## src/rtl/mux_arbiter_2x1.sv

```systemverilog
// Two-source round-robin arbiter that owns the select line of a 2:1 data mux; optional burst bound via ARB_BURST_LIMIT_EN.
// Latency: grant one edge after a request is sampled in IDLE; data/valid pass combinationally from the owner.
// Backpressure: ready=0 freezes ownership, the beat counter and all outputs; release only when the owner drops req (or hits the burst bound).
module mux_arbiter_2x1 #(
    parameter int WIDTH     = 8,
    parameter int MAX_BURST = 4
) (
    input  logic             clk,
    input  logic             rst_n,
    input  logic             req0,
    input  logic             req1,
    input  logic [WIDTH-1:0] data0,
    input  logic [WIDTH-1:0] data1,
    input  logic             ready,
    output logic             gnt0,
    output logic             gnt1,
    output logic             sel,
    output logic             out_valid,
    output logic [WIDTH-1:0] out_data
);

    typedef enum logic [1:0] {
        IDLE = 2'd0,
        OWN0 = 2'd1,
        OWN1 = 2'd2
    } state_t;

    // Burst length is stored in an 8-bit-or-narrower counter; reject nonsense at elaboration.
    if (MAX_BURST < 1 || MAX_BURST > 255) begin : g_bad_burst
        $error("MAX_BURST must be in 1..255");
    end

    state_t state_q, state_d;
    logic   last_q, last_d;      // most recently granted source; 1 at reset so source 0 wins first
    logic   burst_rel;           // owner must let go at this edge because its burst is used up

    // Grant and select are pure decodes of the state flop, so they never glitch.
    assign gnt0      = (state_q == OWN0);
    assign gnt1      = (state_q == OWN1);
    assign sel       = gnt1;
    assign out_valid = (gnt0 & req0) | (gnt1 & req1);
    assign out_data  = sel ? data1 : data0;

`ifdef ARB_BURST_LIMIT_EN
    localparam int CW = $clog2(MAX_BURST + 1);

    logic          beat;
    logic [CW-1:0] cnt_q, cnt_d;

    assign beat      = out_valid & ready;
    // The beat that brings the count to MAX_BURST is the last one of this grant.
    assign burst_rel = beat && ((cnt_q + CW'(1)) == CW'(MAX_BURST));
`else
    // Lock-until-done: ownership only ends when the owner drops its request.
    assign burst_rel = 1'b0;
`endif

    // Next-state selection: round-robin on contention, direct hand-over on release.
    always_comb begin
        state_d = state_q;
        last_d  = last_q;
        case (state_q)
            IDLE: begin
                if (req0 && req1)  state_d = last_q ? OWN0 : OWN1;
                else if (req0)     state_d = OWN0;
                else if (req1)     state_d = OWN1;
            end
            OWN0: if (!req0 || burst_rel) state_d = req1 ? OWN1 : IDLE;
            OWN1: if (!req1 || burst_rel) state_d = req0 ? OWN0 : IDLE;
            default:                      state_d = IDLE;
        endcase
        // The pointer only moves when a grant is actually handed out.
        if (state_d == OWN0 && state_q != OWN0) last_d = 1'b0;
        if (state_d == OWN1 && state_q != OWN1) last_d = 1'b1;
    end

`ifdef ARB_BURST_LIMIT_EN
    // Count beats within the current grant; any ownership change starts a fresh burst.
    always_comb begin
        cnt_d = cnt_q;
        if (state_d != state_q) cnt_d = '0;
        else if (beat)          cnt_d = cnt_q + CW'(1);
    end
`endif

    // All arbiter state in one register bank with asynchronous reset.
    always_ff @(posedge clk or negedge rst_n) begin
        if (!rst_n) begin
            state_q <= IDLE;
            last_q  <= 1'b1;
`ifdef ARB_BURST_LIMIT_EN
            cnt_q   <= '0;
`endif
        end else begin
            state_q <= state_d;
            last_q  <= last_d;
`ifdef ARB_BURST_LIMIT_EN
            cnt_q   <= cnt_d;
`endif
        end
    end

endmodule

```

## config.mk

```make
export PLATFORM = sky130hd
export DESIGN_NAME = mux_arbiter_2x1
export DESIGN_NICKNAME = d
export VERILOG_FILES = /design/src/rtl/mux_arbiter_2x1.sv
export SDC_FILE = /design/constraint.sdc
export NUM_CORES = 1
export LEC_CHECK = 0
export CORE_AREA = 2 2 39 41
export CTS_BUF_LIST = sky130_fd_sc_hd__clkbuf_16
export CTS_CLUSTER_SIZE = 8
export DETAILED_ROUTE_END_ITERATION = 8
export DIE_AREA = 0 0 41 43
export PLACE_DENSITY = 0.66
export SYNTH_ARGS = -nofsm -noshare
export SYNTH_HDL_FRONTEND = slang
export SYNTH_SLANG_ARGS = --single-unit
```

## constraint.sdc

```tcl
create_clock -name clk -period 2.55 [get_ports clk]
set_input_delay 0.3825 -clock clk [delete_from_list [all_inputs] [get_ports clk]]
set_output_delay 0.3825 -clock clk [all_outputs]
set_load 0.005 [all_outputs]
```

==> results of run 1 <==
[per-layer routing]
| metal | up-vias | routed length [um] | part of all wire |
|---|---|---|---|
| met1 | 142 | 318 | 0.39 |
| met5 | - | 0 | 0 |
| met4 | 0 | 0 | 0 |
| li1 | 169 | - | - |
| met3 | 0 | 170 | 0.21 |
| met2 | 25 | 322 | 0.40 |
[cell usage in the layout (no fill, tap or decap)]
master / n
a21oi_1: 2
a22o_2: 1
and2b_2: 1
clkbuf_16: 3
clkdlybuf4s50_1: 31
dfrtp_1: 2
dfstp_2: 1
inv_1: 2
inv_2: 1
mux2_2: 8
nand3_1: 2
nor2_1: 3
nor2_8: 1
nor4b_1: 1
o21a_1: 1
o21ai_0: 1
o22a_2: 1
[report_power, final]
group	total, mW	internal (mW)	switching [mW]
clock	0.242	0.202	0.0404
combinational	0.171	0.119	0.0515
sequential	0.0858	0.0649	0.0209
[registers in the layout, summed over array words and instances, names as in the netlist]
signal   count
last_q       1
state_q      2
[logic make-up after synthesis]
| logic type | synth area share |
|---|---|
| AO/OA/AOI/OAI | 0.150 |
| AND/OR/NAND/NOR | 0.208 |
| buffers and inverters | 0.0531 |
| flip-flops | 0.270 |
| multiplexers | 0.319 |
[cell type report]
cell class	count	area, um^2
sequential	3	76.3
multi-input combinational	22	191
tap	16	20.0
timing repair buffer	31	310
inverter	2	7.51
clock buffer	3	75.1
fill	133	699
clock inverter	1	3.75
[through the flow]
stage / hold slack, ns / power (mW) / utilization / cell area [um^2] / instances
floorplan: 0.0869 / 0.165 / - / 283 / 28
global placement: 0.525 / 0.258 / 0.438 / 606 / 74
detailed placement: 0.539 / 0.259 / 0.438 / 606 / 74
CTS: 0.341 / 0.507 / 0.495 / 684 / 78
global route: 0.359 / 0.529 / 0.495 / 684 / 78
finish: 0.343 / 0.499 / 0.495 / 684 / 78
[worst paths after layout]
kind	startpoint	to	slack [ns]	cells past startpoint
max	state_q[1]$_DFF_PN0_	out_data[7]	0.43	4
min	rst_n	state_q[1]$_DFF_PN0_	0.34	1
max reg2reg	state_q[0]$_DFF_PN0_	last_q$_DFFE_PN1P_	1.54	3
min reg2reg	last_q$_DFFE_PN1P_	last_q$_DFFE_PN1P_	0.54	2
max in group asynchronous	rst_n	last_q$_DFFE_PN1P_	1.99	1
min in group clk	last_q$_DFFE_PN1P_	last_q$_DFFE_PN1P_	0.54	2
[worst max-delay path, delay by kind of cell, from the launching register on]
family,cells,cell delay [ns]
AND/OR/NAND/NOR,1,0.20
flip-flops,1,0.42
multiplexers,1,0.35
buffers and inverters,2,0.54
==> impl_metrics.py, run 1 <==
metrics = {
    "critical_path": {
        "crit_path_end_kind": "output pin",
        "slowest_delay_ns": 0.45,
        "worstPathCellList": "inv_2 -> nor2_8 -> mux2_2 -> clkdlybuf4s50_1",
        "criticalPathCategory": "reg2out",
        "worstPathArrival_ns": 1.73,
        "cp_max_fo": 11,
        "crit_slowest_cell": "clkdlybuf4s50_1",
        "startpoint_type": "register",
        "required_ns": 2.17,
    },
    "logic_synthesis": {
        "synth_area_um2": 283,
        "synthMostInstantiatedCell": "mux2_2",
        "synth.net_count": 49,
        "synthCells": 28,
        "yosys_warnings": 0,
        "synthTopCellsByCount": "mux2_2 (8), nor2_1 (3), a21oi_1 (2), dfrtp_1 (2), nand3_1 (2)",
        "seq_area_frac_synth": 0.270,
        "ys_top_cells_by_area": "mux2_2 (32%), dfrtp_1 (18%), dfstp_2 (9.3%)",
        "synth_cell_types": 16,
        "synth.top_cell.area_share": 0.319,
        "ys_seq_elements": 3,
        "synth_flop_cell": "dfrtp_1",
        "synth-edff-count": 0,
        "async_flop_share": 1.00,
        "syn_avg_cell_area_um2": 10.1,
        "yosysTopAreaCell": "mux2_2",
    },
    "timing": {
        "slew_viol_final": 0,
        "setup_viol": 0,
        "skew_ns": 0.00116,
        "min_period_ns": 2.12,
        "maxSlewHeadroom": 0.786,
        "fin_tns_setup_ns": 0,
        "rsz0062_at_grt": "no",
        "hold_violations": 0,
        "fmax_mhz": 472,
        "period_share": 0.830,
        "worstMarginPinSlew_ns": 0.321,
        "worst_slack_ns": 0.433,
    },
    "layout": {
        "num-nets-final": 84,
        "antenna_cells": 0,
        "synthToLayoutAreaGrowth_pct": 142,
        "layout-drive-gt1-share": 0.274,
    },
    "global_route": {
        "grt_max_degree": 12,
        "busiest_layer": "met2",
        "grt_overflow": 0,
        "use_met2": 0.156,
        "grt_use_met3": 0.0314,
        "antenna_found_initial": 0,
        "grtUsageMet1": 0.0906,
        "grt_pass1_vias": 318,
        "grt_pass1_wl_um": 1140,
        "gr-usage-all-layers": 0.0936,
    },
    "place": {
        "place_ws_ns": 0.560,
        "globalplace.congestion": 0.610,
        "dpl.hpwl_um": 635,
        "portBuffers": 31,
    },
    "routing": {
        "vias_per_cell": 4.31,
        "drt_wl_total_um": 811,
        "vias": 336,
        "drt_iter0_markers": 1,
        "ant_nets": 0,
        "drtPass1Iterations": 3,
        "post_drt_wl_per_cell_um": 10.4,
        "drc_errors": 0,
    },
    "clocking": {
        "clk_path_buf_depth": 2,
        "cts_resized": 0,
        "cts_root_buf": "clkbuf_16",
        "htree_num_levels": 1,
        "cts_tree": "built",
        "postCtsHoldBufs": 0,
        "clk-insertion-delay-late_ns": 0.22,
        "cts.clk_slew.worst_paths_ns": 0.03,
        "cts_setup_buffers": 0,
        "cts.sinks": 3,
        "cts_buffers": 3,
    },
    "die": {
        "fp-row-count": 14,
        "coreArea_mm2": 0.00138,
        "ioPinCount": 33,
        "dieWidth_um": 41,
        "die-height_um": 43,
        "initial_utilization": 0.204,
        "dieArea_mm2": 0.00176,
    },
    "power_and_ir_drop": {
        "power.density_mw_per_mm2": 729,
        "cellLeakagePower_nw": 0.276,
        "vdd_drop_max_v": 0.000431,
    },
    "job": {
        "maxCapViolations": 0,
    },
    "min_path": {
        "hp-class": "in2async",
    },
    "status": {
        "status": "complete, no violations",
    },
}
Power figures use the tool's default switching activity.
==> run 2: changes to the inputs <==
clock period = 2 ns   (was 2.55 ns; I/O delays follow)
==> run 2 against run 1 <==
Clock power rose by 28%. Critical endpoint is now out_data[3]. Largest cell class unchanged. Worst hold slack got worse by 0.084 ns. Global-route usage rose by 2.3 points. Utilization rose by 3.6 points. Via count rose by 13%. Sequential power rose by 29%.
==> impl_metrics.py, run 2 (same netlist as run 1, synthesis figures left out) <==
metrics = {
    "layout": {
        "final_common_cell": "clkdlybuf4s50_1",
        "regMostFlops": "state_q",
        "antenna_cells": 0,
        "final_cell_mix": "clkdlybuf4s50_1 (28), mux2_2 (8), buf_4 (4)",
        "layout-drive-gt1-share": 0.343,
        "largestRegisters": "state_q: 2 flops, last_q: 1 flops",
        "multi_input_area_um2": 203,
        "fillers": 136,
        "largest_register_ffs": 2,
        "num-nets-final": 89,
        "synthToLayoutAreaGrowth_pct": 160,
        "seqCellArea_um2": 77.6,
    },
    "timing": {
        "rsz0062_at_grt": "no",
        "worstMarginPinSlew_ns": 0.266,
        "setup_viol": 0,
        "min_period_ns": 1.94,
        "fin_tns_setup_ns": 0,
        "hold_violations": 0,
        "worst_slack_ns": 0.0563,
        "fmax_mhz": 514,
        "period_share": 0.972,
        "skew_ns": 0.000323,
        "maxSlewHeadroom": 0.820,
        "slew_viol_final": 0,
    },
    "routing": {
        "vias_per_cell": 4.55,
        "drtPass1Iterations": 4,
        "ant_nets": 0,
        "met1_length_um": 340,
        "drt_iter0_markers": 1,
        "dr_wl_met3_um": 179,
        "post_drt_wl_per_cell_um": 11.4,
        "top_layer_used": "met3",
        "drt_wl_total_um": 944,
        "vias": 378,
        "drc_errors": 0,
        "dr_wl_met2_um": 424,
    },
    "critical_path": {
        "startpoint_type": "register",
        "worst-r2r-setup-slack_ns": 0.92,
        "worstPathArrival_ns": 1.64,
        "required_ns": 1.70,
        "crit_path_end_kind": "output pin",
        "cp_max_fo": 8,
        "criticalPathCategory": "reg2out",
    },
    "clocking": {
        "cts.sinks": 3,
        "cts_root_buf": "clkbuf_16",
        "clk_path_buf_depth": 2,
        "cts.clk_slew.worst_paths_ns": 0.03,
        "clk-insertion-delay-late_ns": 0.22,
        "postCtsHoldBufs": 0,
        "htree_num_levels": 1,
        "cts_tree": "built",
        "cts_buffers": 3,
    },
    "global_route": {
        "grt_pass1_wl_um": 1320,
        "grt_pass1_vias": 352,
        "grt_overflow": 0,
        "gr-usage-all-layers": 0.117,
        "grt_max_degree": 9,
        "antenna_found_initial": 0,
    },
    "die": {
        "initial_utilization": 0.204,
        "dieArea_mm2": 0.00176,
        "coreArea_mm2": 0.00138,
        "ioPinCount": 33,
        "fp-row-count": 14,
        "die-height_um": 43,
        "dieWidth_um": 41,
    },
    "place": {
        "portBuffers": 31,
        "place_ws_ns": 0.180,
        "dpl.hpwl_um": 652,
        "globalplace.congestion": 0.646,
    },
    "power_and_ir_drop": {
        "power.density_mw_per_mm2": 905,
        "cellLeakagePower_nw": 0.325,
        "vdd_drop_max_v": 0.000880,
    },
    "min_path": {
        "hp-class": "in2async",
    },
    "status": {
        "status": "complete, no violations",
    },
    "job": {
        "maxCapViolations": 0,
    },
}
-- run 2: cell count changes in the layout (fill, tap and decap cells not counted) --
cell,change
buf_4,+4
clkdlybuf4s50_1,-3
dlymetal6s2s_1,+3
dfrtp_1,-1
dfrtp_2,+1
nor2_4,+1
-- run 2: repair_timing --
| action | in CTS | in global routing |
|---|---|---|
| endpoints found under the setup margin | 8 | 3 |
| resized for setup | 1 | 3 |
| buffers inserted | 3 | 0 |
| pin swaps | 0 | 0 |
| cloned | 1 | 0 |
-- run 2: area by class of cell --
class / count / share of cell area
repair buffers: 35 / 0.474
multi-input cells: 23 / 0.276
flip-flops and latches: 3 / 0.106
clock buffers: 3 / 0.102
well taps: 16 / 0.0273
inverters: 2 / 0.0102
clock inverters: 1 / 0.00511
-- run 2: stage by stage --
| step | hold slack, ns | total power, mW | util | cell area (um^2) | instances |
|---|---|---|---|---|---|
| 6_report | 0.260 | 0.665 | 0.531 | 734 | 83 |
| 5_1_grt | 0.277 | 0.699 | 0.531 | 734 | 83 |
| 4_1_cts | 0.258 | 0.678 | 0.525 | 727 | 83 |
| 3_5_place_dp | 0.488 | 0.332 | 0.443 | 613 | 75 |
| 3_3_place_gp | 0.491 | 0.330 | 0.443 | 613 | 75 |
| 2_1_floorplan | 0.00441 | 0.210 | - | 283 | 28 |
-- run 2: worst max-delay path, cell delays in order (launching register included) --
cell	delay [ns]
dfrtp_2	0.48
nor2_8	0.15
mux2_2	0.35
clkdlybuf4s50_1	0.44
-- run 2: path summary, 6_finish.rpt --
kind	from	to	cells past startpoint
worst min-delay path	rst_n	state_q[1]$_DFF_PN0_	1
worst max-delay path	state_q[0]$_DFF_PN0_	out_data[3]	3
worst max register to register	state_q[1]$_DFF_PN0_	last_q$_DFFE_PN1P_	4
min in group clk	last_q$_DFFE_PN1P_	last_q$_DFFE_PN1P_	2
max in group asynchronous	rst_n	last_q$_DFFE_PN1P_	1
worst min register to register	last_q$_DFFE_PN1P_	last_q$_DFFE_PN1P_	2
-- run 2: metal layers --
layer | vias to the layer above | GRT usage
li1 | 182 | -
met1 | 169 | 0.113
met2 | 27 | 0.169
met3 | 0 | 0.0628
met4 | 0 | 0.100
met5 | - | 0
-- run 2: power breakdown --
group | switching (mW) | leakage [nW] | internal (mW)
Clock | 0.0523 | 0.0423 | 0.258
Combinational | 0.0776 | 0.248 | 0.167
Sequential | 0.0269 | 0.0344 | 0.0836
==> run 3: changes to the inputs <==
REMOVE_ABC_BUFFERS = 1   (was default)
==> run 3 against run 2 <==
Via count shrank 3.4%. Die area is the same. Clock power is essentially flat. Power grew 0.62%. Utilization shrank 0.36 points. Sequential power is essentially flat. Sequential share of layout area grew 0.072 points. Sequential cell count is the same. Global-route usage is the same. Critical path type unchanged. Largest power group unchanged.
==> impl_metrics.py, run 3 (same netlist as run 1, synthesis figures left out) <==
metrics = {
    "critical_path": {
        "startpoint_type": "register",
        "worstPathCellList": "nor2_8 -> mux2_2 -> clkdlybuf4s50_1",
        "critPathTopFamily": "flip-flops",
        "cp_max_fo": 6,
        "criticalPathCategory": "reg2out",
        "crit_slowest_cell": "dfrtp_2",
        "slowest_delay_ns": 0.48,
        "crit_path_end_kind": "output pin",
        "crit_buf_inv": 1,
        "required_ns": 1.70,
        "worstPathArrival_ns": 1.65,
    },
    "die": {
        "dieArea_mm2": 0.00176,
        "dieWidth_um": 41,
        "die-height_um": 43,
        "coreArea_mm2": 0.00138,
        "fp-row-count": 14,
        "ioPinCount": 33,
        "initial_utilization": 0.204,
    },
    "power_and_ir_drop": {
        "finalPower_uw": 669,
        "cellLeakagePower_nw": 0.306,
        "power.density_mw_per_mm2": 917,
        "vdd_drop_max_v": 0.000810,
    },
    "layout": {
        "fillers": 133,
        "synthToLayoutAreaGrowth_pct": 158,
        "num-nets-final": 89,
        "largest_register_ffs": 2,
        "regMostFlops": "state_q",
        "final_cell_mix": "clkdlybuf4s50_1 (30), mux2_2 (8), buf_4 (4)",
        "layout-drive-gt1-share": 0.343,
        "largestRegisters": "state_q: 2 flops, last_q: 1 flops",
        "multi_input_area_um2": 203,
        "final_common_cell": "clkdlybuf4s50_1",
        "antenna_cells": 0,
        "seqCellArea_um2": 77.6,
    },
    "clocking": {
        "postCtsHoldBufs": 0,
        "cts.sinks": 3,
        "cts.clk_slew.worst_paths_ns": 0.03,
        "cts_root_buf": "clkbuf_16",
        "cts_tree": "built",
        "clk_path_buf_depth": 2,
        "clk-insertion-delay-late_ns": 0.22,
        "htree_num_levels": 1,
        "cts_buffers": 3,
    },
    "place": {
        "portBuffers": 31,
        "dpl.hpwl_um": 657,
        "globalplace.congestion": 0.652,
    },
    "routing": {
        "vias_per_cell": 4.40,
        "drt_wl_total_um": 979,
        "post_drt_wl_per_cell_um": 11.8,
        "vias": 365,
        "drt_iter0_markers": 5,
        "drtPass1Iterations": 2,
        "ant_nets": 0,
        "drc_errors": 0,
    },
    "status": {
        "status": "complete, no violations",
    },
    "global_route": {
        "grt_pass1_vias": 358,
        "grt_max_degree": 9,
        "grt_pass1_wl_um": 1350,
        "gr-usage-all-layers": 0.117,
        "grt_overflow": 0,
        "antenna_found_initial": 0,
    },
    "timing": {
        "rsz0062_at_grt": "no",
        "hold_violations": 0,
        "slew_viol_final": 0,
        "period_share": 0.973,
        "setup_viol": 0,
        "holdWs_ns": 0.264,
        "skew_ns": 0.000817,
        "worstMarginPinSlew_ns": 0.267,
        "min_period_ns": 1.95,
        "maxSlewHeadroom": 0.820,
        "fin_tns_setup_ns": 0,
        "fmax_mhz": 514,
    },
    "job": {
        "maxCapViolations": 0,
    },
    "min_path": {
        "hp-class": "in2async",
    },
}
run 3: cell types whose count changed in the layout (fill, tap and decap cells not counted):
cell | before | now
clkdlybuf4s50_1 | 28 | 30
dlymetal6s2s_1 | 3 | 1
run 3: worst paths after layout:
| kind | startpoint | to | slack, ns | cells past startpoint |
|---|---|---|---|---|
| worst max-delay path | state_q[0]$_DFF_PN0_ | out_data[4] | 0.05 | 3 |
| min in group clk | last_q$_DFFE_PN1P_ | last_q$_DFFE_PN1P_ | 0.54 | 2 |
| max in group asynchronous | rst_n | last_q$_DFFE_PN1P_ | 1.52 | 1 |
| worst max register to register | state_q[1]$_DFF_PN0_ | last_q$_DFFE_PN1P_ | 0.93 | 4 |
| worst min register to register | last_q$_DFFE_PN1P_ | last_q$_DFFE_PN1P_ | 0.54 | 2 |
| worst min-delay path | rst_n | state_q[1]$_DFF_PN0_ | 0.26 | 1 |
run 3: report_power, final:
part / internal (mW) / switching, mW
clock network: 0.258 / 0.0533
logic: 0.169 / 0.0796
registers: 0.0836 / 0.0259
run 3: layout make-up:
class                      instances  share of cell area
clock buffer                       3               0.103
clock inverter                     1             0.00515
inverter                           2              0.0103
multi-input combinational         23               0.278
sequential                         3               0.106
tap                               16              0.0274
timing repair buffer              35               0.470
run 3: what timing repair did:
action	4_1_cts	5_1_grt
cloned	1	0
pin swaps	1	2
gates resized for setup	1	1
setup endpoints to repair	8	8
buffers inserted	1	2
run 3: worst reg2reg max path: cells and delay by family, from the launching register on:
family                 cells  cell delay, ns
AND/OR/NAND/NOR            2            0.40
flip-flops                 1            0.39
AO/OA/AOI/OAI              1            0.07
buffers and inverters      1            0.16
run 3: metal layers:
layer | vias up | share of wire | track usage
li1 | 183 | - | -
met1 | 156 | 0.41 | 0.120
met2 | 26 | 0.43 | 0.178
met3 | 0 | 0.17 | 0.0524
met4 | 0 | 0 | 0.0800
met5 | - | 0 | 0
run 3: per-stage QoR:
step	utilization	std cells	setup slack [ns]	instance area, um^2
floorplan	-	27	0.679	275
global placement	0.443	75	0.181	613
detailed placement	0.443	75	0.190	613
CTS	0.514	81	0.00456	712
global route	0.527	83	0.00145	729
finish	0.527	83	0.0537	729
